### src/rtl/nn_pkg.sv
// Shared types and saturating arithmetic for the neuron output stage.
package nn_pkg;

  typedef enum logic [1:0] {
    IDLE,
    ACCUM,
    DONE
  } state_e;

  localparam int CNT_W     = 32;
  localparam int ACC_W_DEF = 33;

  localparam logic signed [63:0] ACC_MAX_DEF =
    (64'sd1 <<< (ACC_W_DEF - 1)) - 64'sd1;
  localparam logic signed [63:0] ACC_MIN_DEF =
    -ACC_MAX_DEF - 64'sd1;

  typedef struct packed {
    logic signed [63:0] sum;
    logic               ovf;
  } sat_res_t;

  // Operands are pre-extended to 64 bits so a+b cannot wrap for w < 63.
  function automatic sat_res_t sat_add(
    input logic signed [63:0] a,
    input logic signed [63:0] b,
    input int unsigned        w
  );
    logic signed [63:0] full;
    logic signed [63:0] hi;
    logic signed [63:0] lo;
    sat_res_t           r;
    hi    = (64'sd1 <<< (w - 1)) - 64'sd1;
    lo    = -hi - 64'sd1;
    full  = a + b;
    r.ovf = 1'b1;
    if (full > hi) begin
      r.sum = hi;
    end else if (full < lo) begin
      r.sum = lo;
    end else begin
      r.sum = full;
      r.ovf = 1'b0;
    end
    return r;
  endfunction

endpackage

### src/rtl/neuron_mac_feeder_sat_mac.sv
// Combinational multiply-accumulate with clamping at the accumulator
// limits; ovf flags that the result was clamped.
module sat_mac
  import nn_pkg::*;
#(
  parameter int BITS   = 8,
  parameter int W_BITS = 16,
  parameter int ACC_W  = BITS + 25
) (
  input  logic signed [BITS-1:0]   x_in,
  input  logic signed [W_BITS-1:0] w_in,
  input  logic signed [ACC_W-1:0]  acc_in,
  output logic signed [ACC_W-1:0]  sum_out,
  output logic                     ovf
);

  localparam int PW = BITS + W_BITS;

  logic signed [PW-1:0] x_ext;
  logic signed [PW-1:0] w_ext;
  logic signed [PW-1:0] prod;
  sat_res_t             res;

  assign x_ext   = PW'(x_in);
  assign w_ext   = PW'(w_in);
  assign prod    = x_ext * w_ext;
  assign res     = sat_add(64'(acc_in), 64'(prod), ACC_W);
  assign sum_out = ACC_W'(res.sum);
  assign ovf     = res.ovf;

endmodule

### src/rtl/neuron_mac_feeder.sv
// Producer side of the neuron output stage: accumulates COUNTER_END
// (x, w) products and presents the saturated sum until acknowledged.
module neuron_mac_feeder
  import nn_pkg::*;
#(
  parameter int BITS        = 8,
  parameter int W_BITS      = 16,
  parameter int COUNTER_END = 4,
  parameter int ACC_W       = BITS + 25
) (
  input  logic                    clk,
  input  logic                    rst_n,
  input  logic                    start,
  input  logic signed [BITS-1:0]  x_in,
  input  logic signed [W_BITS-1:0] w_in,
  input  logic                    in_valid,
  output logic                    in_ready,
  input  logic                    out_ack,
  output logic [CNT_W-1:0]        counter,
  output logic signed [ACC_W-1:0] mult_sum,
  output logic                    sum_valid,
  output logic                    sat_flag
);

  state_e                  state_q, state_d;
  logic [CNT_W-1:0]        counter_q, counter_d;
  logic signed [ACC_W-1:0] sum_q, sum_d;
  logic                    sat_q, sat_d;
  logic                    in_ready_q, in_ready_d;
  logic                    sum_valid_q, sum_valid_d;

  logic signed [ACC_W-1:0] mac_sum;
  logic                    mac_ovf;
  logic                    accept;
  logic [CNT_W-1:0]        cnt_inc;

  sat_mac #(
    .BITS   (BITS),
    .W_BITS (W_BITS),
    .ACC_W  (ACC_W)
  ) u_sat_mac (
    .x_in    (x_in),
    .w_in    (w_in),
    .acc_in  (sum_q),
    .sum_out (mac_sum),
    .ovf     (mac_ovf)
  );

  assign accept  = in_valid && in_ready_q;
  assign cnt_inc = counter_q + 32'd1;

  always_comb begin
    state_d   = state_q;
    counter_d = counter_q;
    sum_d     = sum_q;
    sat_d     = sat_q;
    unique case (state_q)
      IDLE: begin
        if (start) begin
          state_d   = ACCUM;
          counter_d = '0;
          sum_d     = '0;
          sat_d     = 1'b0;
        end
      end
      ACCUM: begin
        // A restart drops whatever beat is offered alongside it.
        if (start) begin
          counter_d = '0;
          sum_d     = '0;
          sat_d     = 1'b0;
        end else if (accept) begin
          counter_d = cnt_inc;
          sum_d     = mac_sum;
          sat_d     = sat_q | mac_ovf;
          if (cnt_inc == 32'(COUNTER_END)) begin
            state_d = DONE;
          end
        end
      end
      DONE: begin
        if (start) begin
          state_d   = ACCUM;
          counter_d = '0;
          sum_d     = '0;
          sat_d     = 1'b0;
        end else if (out_ack) begin
          state_d = IDLE;
        end
      end
      default: state_d = IDLE;
    endcase
    in_ready_d  = (state_d == ACCUM);
    sum_valid_d = (state_d == DONE);
  end

  always_ff @(posedge clk or negedge rst_n) begin
    if (!rst_n) begin
      state_q     <= IDLE;
      counter_q   <= '0;
      sum_q       <= '0;
      sat_q       <= 1'b0;
      in_ready_q  <= 1'b0;
      sum_valid_q <= 1'b0;
    end else begin
      state_q     <= state_d;
      counter_q   <= counter_d;
      sum_q       <= sum_d;
      sat_q       <= sat_d;
      in_ready_q  <= in_ready_d;
      sum_valid_q <= sum_valid_d;
    end
  end

  assign in_ready  = in_ready_q;
  assign sum_valid = sum_valid_q;
  assign counter   = counter_q;
  assign mult_sum  = sum_q;
  assign sat_flag  = sat_q;

endmodule

### config.mk
export PLATFORM = sky130hd
export DESIGN_NAME = neuron_mac_feeder
export DESIGN_NICKNAME = d
export VERILOG_FILES = /design/src/rtl/nn_pkg.sv /design/src/rtl/neuron_mac_feeder_sat_mac.sv /design/src/rtl/neuron_mac_feeder.sv
export SDC_FILE = /design/constraint.sdc
export NUM_CORES = 1
export LEC_CHECK = 0
export CAP_MARGIN = 20
export CORE_MARGIN = 3
export CORE_UTILIZATION = 56
export DETAILED_ROUTE_END_ITERATION = 10
export PLACE_DENSITY_LB_ADDON = 0.15
export SYNTH_ARGS = -nofsm -noshare
export SYNTH_HDL_FRONTEND = slang
export SYNTH_SLANG_ARGS = --single-unit
### constraint.sdc
create_clock -name clk -period 7.63 [get_ports clk]
set_clock_uncertainty 0.05 [all_clocks]
set_input_delay 1.526 -clock clk [delete_from_list [all_inputs] [get_ports clk]]
set_output_delay 1.526 -clock clk [all_outputs]
set_load 0.01 [all_outputs]
==> metrics.txt, run 1 <==
# TYPE chip_impl_metric gauge
chip_impl_metric{name="cts.reportedPaths.clkPinSlew",unit="ps"} 60
chip_impl_metric{name="cp_data_required_time",unit="ps"} 7790
chip_impl_metric{name="globalRouteOverflowTotal",unit=""} 0
chip_impl_metric{name="postRouteWirelength",unit="um"} 26200
chip_impl_metric{name="fin_area",unit="um^2"} 12700
chip_impl_metric{name="clock_sink_count",unit=""} 70
chip_impl_metric{name="setup_ws",unit="ps"} 268
chip_impl_metric{name="layout-drive-gt1-share",unit="%"} 10.9
chip_impl_metric{name="finalHoldViolCount",unit=""} 0
chip_impl_metric{name="number_of_design_rule_violations_left_after_detail_routing",unit=""} 0
chip_impl_metric{name="timing.hold.ws",unit="ps"} 501
chip_impl_metric{name="asyncSetResetFlopFracSynth",unit="%"} 100
chip_impl_metric{name="number_of_antenna_violations_at_the_first_check_in_global_routing",unit=""} 0
chip_impl_metric{name="antenna_violating_nets_post_route",unit=""} 0
chip_impl_info{name="commonest_cells_in_the_netlist",value="fa_1 (168), inv_1 (132), nand2_1 (90), and2_1 (83), ha_1 (75)"} 1
chip_impl_metric{name="detailedPlacementHpwl",unit="um"} 20900
chip_impl_metric{name="mappedNetlistArea",unit="um^2"} 10500
chip_impl_metric{name="via_per_inst",unit=""} 5.80
chip_impl_metric{name="synth_fp_nets",unit=""} 1360
chip_impl_info{name="rsz0062_at_grt",value="false"} 1
chip_impl_metric{name="setup_violations",unit=""} 0
chip_impl_metric{name="pre_cts_ws",unit="ps"} -145
chip_impl_metric{name="area_growth",unit="%"} 20.6
chip_impl_info{name="worst_setup_path_end_kind",value="register"} 1
chip_impl_info{name="hold_class",value="register to register"} 1
chip_impl_metric{name="worstMarginPinSlew",unit="ps"} 916
chip_impl_metric{name="via_count",unit=""} 8572
chip_impl_metric{name="placement.io_buffers",unit=""} 96
chip_impl_info{name="status",value="finished, final reports clean"} 1
chip_impl_metric{name="pin_count_of_the_biggest_net_entering_global_routing",unit=""} 71
chip_impl_metric{name="wire_length_on_met1",unit="um"} 11900
chip_impl_metric{name="drt-wirelength-per-cell",unit="um"} 17.7
chip_impl_metric{name="drt_pre_antenna_iters",unit=""} 4
chip_impl_info{name="cp_cell_sequence",value="clkdlybuf4s50_1 > buf_4 > nand2_1 > fa_1 > fa_1 > inv_1 > fa_1 > fa_1 > fa_1 > ha_1 > a21oi_1 > o31ai_4 > o21ai_1 > a2111oi_1 > buf_4 > a2111oi_4 > buf_4 > a21oi_4 > buf_4 > a221o_1"} 1
chip_impl_metric{name="fmax",unit="GHz"} 0.136
chip_impl_info{name="ys_flop_type",value="dfrtp_1"} 1
chip_impl_info{name="cts_tree",value="yes"} 1
chip_impl_metric{name="grt.total_usage",unit="%"} 26.8
chip_impl_metric{name="detail_route.iter0.violations",unit=""} 492
chip_impl_info{name="cts.root.buffer_cell",value="clkbuf_16"} 1
chip_impl_metric{name="dpl_cell_area",unit="um^2"} 12300
chip_impl_metric{name="first_global_vias",unit=""} 8781
chip_impl_metric{name="h_tree_levels",unit=""} 3
chip_impl_metric{name="clk_path_buf_depth",unit=""} 2
chip_impl_metric{name="antenna-diode-count",unit=""} 0
chip_impl_metric{name="synth.lib_cells_used.distinct",unit=""} 72
chip_impl_metric{name="clock_latency",unit="ps"} 330
chip_impl_metric{name="ys_seq_elements",unit=""} 70
chip_impl_metric{name="synth-warning-count",unit=""} 0
chip_impl_metric{name="nNetsFinal",unit=""} 1517
chip_impl_metric{name="final_max_slew_viol_count",unit=""} 0
chip_impl_metric{name="synth-edff-count",unit=""} 0
chip_impl_metric{name="cts-buffers-inserted",unit=""} 9
chip_impl_info{name="timing_worst_setup_path_type",value="input port to register"} 1
chip_impl_metric{name="filler_cell_count",unit=""} 1460
chip_impl_metric{name="cp.arrival",unit="ps"} 7520
chip_impl_metric{name="final_wtd_congestion",unit=""} 0.891
chip_impl_metric{name="post_synth.cell_area_avg",unit="um^2"} 9.66
chip_impl_metric{name="route.met2.wl",unit="um"} 12600
chip_impl_info{name="synth_most_common_cell",value="fa_1"} 1
chip_impl_metric{name="dieArea",unit="um^2"} 20400
chip_impl_metric{name="chipHeight",unit="um"} 143
chip_impl_metric{name="start_util",unit="%"} 57.7
chip_impl_metric{name="io_pins",unit=""} 97
chip_impl_info{name="yosys-top-cells-area",value="fa_1 (32%), dfrtp_1 (17%), ha_1 (8.9%)"} 1
chip_impl_metric{name="fin_crit",unit="ps"} 7360
chip_impl_metric{name="synth.yosys.seq_area_share",unit="%"} 16.7
chip_impl_metric{name="crit_path_max_fanout",unit=""} 14
chip_impl_info{name="critPathMostFrequentCell",value="fa_1"} 1
chip_impl_metric{name="timing.max_cap.violations",unit=""} 0
chip_impl_metric{name="synth_largest_type_area_fraction",unit="%"} 32.0
chip_impl_metric{name="wl_met3",unit="um"} 1290
chip_impl_metric{name="placed_cells_incl_taps",unit=""} 1459
chip_impl_info{name="critical-path-slowest-cell",value="fa_1"} 1
chip_impl_metric{name="slew_headroom",unit="%"} 38.9
chip_impl_metric{name="cp_slowest_stage_delay",unit="ps"} 600
chip_impl_metric{name="floorplan.rows",unit=""} 49
chip_impl_metric{name="die_outline_width",unit="um"} 143
chip_impl_info{name="start_kind",value="input port"} 1
chip_impl_metric{name="grt_first_pass_wirelength",unit="um"} 44200
chip_impl_metric{name="placeableCoreArea",unit="um^2"} 18200
chip_impl_info{name="top_layer",value="met4"} 1
chip_impl_metric{name="layout_worst_path_cycle_share",unit="%"} 96.5
chip_impl_metric{name="post_synth_inst_count",unit=""} 1088
chip_impl_metric{name="post_layout_nonfiller_instances",unit=""} 1477
chip_impl_info{name="synthDominantAreaCellType",value="fa_1"} 1
sequential cells by signal (all words and copies together), names as in the netlist:
name,flops
counter,32
in_ready,1
mult_sum,33
sat_flag,1
state_q,2
sum_valid,1
cell usage in the layout (no fill, tap or decap), types with 6 or more instances in the layout:
cell type        instances
nand4_1                 23
inv_1                  132
o21a_1                   7
nor4_1                   6
nand3_1                 24
clkbuf_16                9
and2_1                  83
xor2_1                  13
nor2_1                  53
a211oi_1                 7
nor3_1                   7
ha_1                    75
and3_1                  14
o31ai_1                 13
dfrtp_1                 70
a22o_1                   8
a31oi_1                 13
o21bai_1                 6
a21o_1                  11
buf_4                   89
fa_1                   168
o21ai_0                 52
clkdlybuf4s50_1         95
buf_12                   8
a21oi_1                 42
nand2_1                 90
xnor2_1                 15
a221o_1                 23
or2_1                    6
timing repair:
action	CTS	global route
setup endpoints to repair	0	25
resized for setup	0	3
buffers inserted	0	3
hold buffers	0	0
cell families (layout without fill, tap and decap cells):
logic type | Yosys count | after routing | synth area share (%)
xor gates and xnor gates | 32 | 32 | 3.08
DFF | 70 | 70 | 16.7
AOI/OAI and AO/OA | 225 | 225 | 15.6
and+or+nand+nor | 335 | 336 | 16.6
buffers and inverters | 179 | 338 | 6.78
adders and majority gates | 243 | 243 | 40.9
muxes | 4 | 4 | 0.381
worst max-delay path, delay by kind of cell:
kind	cells	cell delay, ps
compound gates	7	1700
fa+ha+maj	6	2780
buf+inv	6	1410
simple gates	1	90
layout make-up:
cell class                      count  area (um^2)  share of cell area, %
Clock buffer                       13          270                   2.13
Clock inverter                      1         5.00                 0.0395
Inverter                          132          495                   3.91
Multi-Input combinational cell    840         8090                   63.8
Sequential cell                    70         1750                   13.8
Tap cell                          229          287                   2.26
Timing Repair Buffer              192         1780                   14.0
through the flow:
stage	util, %	TNS [ps]
floorplan	-	0
global placement	67.8	-3300
detailed placement	67.8	-3280
CTS	69.3	0
global route	69.6	0
finish	69.6	0
worst paths after layout:
kind	startpoint	end	slack, ps	cells after the start
max	x_in[4]	mult_sum[31]$_DFFE_PN0P_	270	20
min	mult_sum[0]$_DFFE_PN0P_	mult_sum[0]$_DFFE_PN0P_	500	1
max reg2reg	mult_sum[6]$_DFFE_PN0P_	mult_sum[31]$_DFFE_PN0P_	1840	20
min reg2reg	mult_sum[0]$_DFFE_PN0P_	mult_sum[0]$_DFFE_PN0P_	500	1
max in group asynchronous	rst_n	in_ready$_DFF_PN0_	5660	1
min in group asynchronous	rst_n	mult_sum[2]$_DFFE_PN0P_	1270	1
layer usage:
layer	up-vias	GRT usage, %
li1	4014	-
met1	4257	38.6
met2	270	43.9
met3	31	3.92
met4	0	5.40
met5	-	0
Power of run 1 is left out: the tool's default activity adds up to more than one toggle a clock period on the data nets, which glitch-free logic cannot reach.
==> run 2, diff against run 1 <==
--- a/config.mk
+++ b/config.mk
@@ -6,6 +6,7 @@
 export NUM_CORES = 1
 export LEC_CHECK = 0
 export CAP_MARGIN = 20
+export CORE_ASPECT_RATIO = 1.1
 export CORE_MARGIN = 3
 export CORE_UTILIZATION = 56
 export DETAILED_ROUTE_END_ITERATION = 10
==> metrics.txt, run 2 (synthesis results as in run 1) <==
# TYPE chip_impl_metric gauge
chip_impl_metric{name="cp_data_required_time",unit="ps"} 7800
chip_impl_metric{name="finalHoldViolCount",unit=""} 0
chip_impl_metric{name="cts-hold-fix-buffers",unit=""} 0
chip_impl_metric{name="h_tree_levels",unit=""} 3
chip_impl_metric{name="dieArea",unit="um^2"} 20400
chip_impl_metric{name="number_of_design_rule_violations_left_after_detail_routing",unit=""} 0
chip_impl_metric{name="final_wtd_congestion",unit=""} 0.860
chip_impl_info{name="worst_setup_path_end_kind",value="register"} 1
chip_impl_metric{name="clock_latency",unit="ps"} 340
chip_impl_metric{name="grt_first_pass_wirelength",unit="um"} 44900
chip_impl_metric{name="largest_register_ff_count",unit=""} 33
chip_impl_metric{name="cts.reportedPaths.clkPinSlew",unit="ps"} 60
chip_impl_metric{name="setup_violations",unit=""} 0
chip_impl_metric{name="postRouteWirelength",unit="um"} 26200
chip_impl_metric{name="timing.hold.ws",unit="ps"} 493
chip_impl_metric{name="post_layout_nonfiller_instances",unit=""} 1490
chip_impl_metric{name="placeableCoreArea",unit="um^2"} 18100
chip_impl_metric{name="via_per_inst",unit=""} 5.74
chip_impl_metric{name="start_util",unit="%"} 58.2
chip_impl_metric{name="multi_input_comb_area",unit="um^2"} 8090
chip_impl_metric{name="area_growth",unit="%"} 21.3
chip_impl_metric{name="io_pins",unit=""} 97
chip_impl_info{name="most_frequent_standard_cell_in_the_layout_excluding_fill_and_tap_cells",value="fa_1"} 1
chip_impl_metric{name="cp.arrival",unit="ps"} 7550
chip_impl_metric{name="fin_crit",unit="ps"} 7380
chip_impl_metric{name="setup_ws",unit="ps"} 247
chip_impl_info{name="hold_class",value="register to register"} 1
chip_impl_info{name="most_frequent_cells_in_the_layout",value="fa_1 (168), inv_1 (131), clkdlybuf4s50_1 (94)"} 1
chip_impl_metric{name="fin_tns_setup",unit="ps"} 0
chip_impl_metric{name="placed_cells_incl_taps",unit=""} 1465
chip_impl_metric{name="slew_headroom",unit="%"} 38.7
chip_impl_metric{name="pin_count_of_the_biggest_net_entering_global_routing",unit=""} 71
chip_impl_metric{name="cts-buffers-inserted",unit=""} 9
chip_impl_info{name="status",value="finished, final reports clean"} 1
chip_impl_metric{name="layout_worst_path_cycle_share",unit="%"} 96.8
chip_impl_metric{name="drt_pre_antenna_iters",unit=""} 5
chip_impl_info{name="timing_worst_setup_path_type",value="input port to register"} 1
chip_impl_metric{name="globalRouteOverflowTotal",unit=""} 0
chip_impl_metric{name="antenna_violating_nets_post_route",unit=""} 0
chip_impl_metric{name="timing.max_cap.violations",unit=""} 0
chip_impl_metric{name="antenna-diode-count",unit=""} 0
chip_impl_info{name="cts_tree",value="yes"} 1
chip_impl_metric{name="nNetsFinal",unit=""} 1519
chip_impl_metric{name="detailedPlacementHpwl",unit="um"} 20600
chip_impl_metric{name="first_global_vias",unit=""} 9005
chip_impl_metric{name="worstMarginPinSlew",unit="ps"} 919
chip_impl_metric{name="final_max_slew_viol_count",unit=""} 0
chip_impl_metric{name="pre_cts_ws",unit="ps"} -127
chip_impl_metric{name="placement.io_buffers",unit=""} 96
chip_impl_metric{name="chipHeight",unit="um"} 150
chip_impl_metric{name="regArea",unit="um^2"} 1750
chip_impl_metric{name="clk_path_buf_depth",unit=""} 2
chip_impl_metric{name="layout-drive-gt1-share",unit="%"} 11.3
chip_impl_metric{name="clock_sink_count",unit=""} 70
chip_impl_metric{name="die_outline_width",unit="um"} 137
chip_impl_metric{name="via_count",unit=""} 8556
chip_impl_info{name="cts.root.buffer_cell",value="clkbuf_16"} 1
chip_impl_metric{name="crit_path_max_fanout",unit=""} 17
chip_impl_metric{name="floorplan.rows",unit=""} 51
chip_impl_info{name="start_kind",value="input port"} 1
chip_impl_metric{name="filler_cell_count",unit=""} 1385
chip_impl_metric{name="detail_route.iter0.violations",unit=""} 527
chip_impl_metric{name="drt-wirelength-per-cell",unit="um"} 17.6
chip_impl_metric{name="number_of_antenna_violations_at_the_first_check_in_global_routing",unit=""} 0
chip_impl_metric{name="fmax",unit="GHz"} 0.135
chip_impl_metric{name="grt.total_usage",unit="%"} 27.3
[run 2: layer usage]
layer  GRT usage, %  vias to the layer above  share of wire (%)
met5              0                        -                  0
met4           4.33                        0               0.99
met3           4.47                       29                5.1
met2           45.3                      241                 49
met1           38.9                     4260                 45
li1               -                     4026                  -
[run 2: critical path, cell delays in order]
cell             delay, ps
clkdlybuf4s50_1        530
clkinvlp_4             230
buf_4                  210
fa_1                   530
inv_1                   60
fa_1                   520
fa_1                   460
fa_1                   590
fa_1                   430
ha_1                   310
nand2_1                 80
o211ai_1               250
nand2_1                150
a211o_1                360
a2111oi_4              400
a211o_4                190
buf_4                  150
a21oi_4                 80
buf_12                 180
a221o_1                300
[run 2: layout make-up]
| class | instances | area share, % |
|---|---|---|
| sequential | 70 | 13.7 |
| tap | 238 | 2.34 |
| timing repair buffer | 194 | 14.0 |
| clock buffer | 12 | 1.93 |
| multi-input combinational | 840 | 63.5 |
| inverter | 132 | 3.92 |
| clock inverter | 4 | 0.550 |
[run 2: stage by stage]
stage / utilization [%] / cell area, um^2
floorplan: - / 10500
global route: 70.6 / 12700
detailed placement: 68.2 / 12300
finish: 70.6 / 12700
CTS: 69.9 / 12600
global placement: 68.2 / 12300
[run 2: worst paths after layout]
kind | startpoint | cells after the start | slack, ps | to
min in group asynchronous | rst_n | 1 | 1270 | mult_sum[2]$_DFFE_PN0P_
setup reg to reg | mult_sum[6]$_DFFE_PN0P_ | 20 | 1880 | mult_sum[19]$_DFFE_PN0P_
setup / recovery | x_in[7] | 20 | 250 | mult_sum[19]$_DFFE_PN0P_
hold reg to reg | mult_sum[0]$_DFFE_PN0P_ | 1 | 490 | mult_sum[0]$_DFFE_PN0P_
max in group asynchronous | rst_n | 1 | 5660 | mult_sum[26]$_DFFE_PN0P_
hold / removal | mult_sum[0]$_DFFE_PN0P_ | 1 | 490 | mult_sum[0]$_DFFE_PN0P_
[run 2: what timing repair did]
item | CTS | global route
setup buffers | 0 | 8
gates resized for setup | 0 | 8
endpoints found under the setup margin | 0 | 32
Power of run 2 is left out for the same reason.
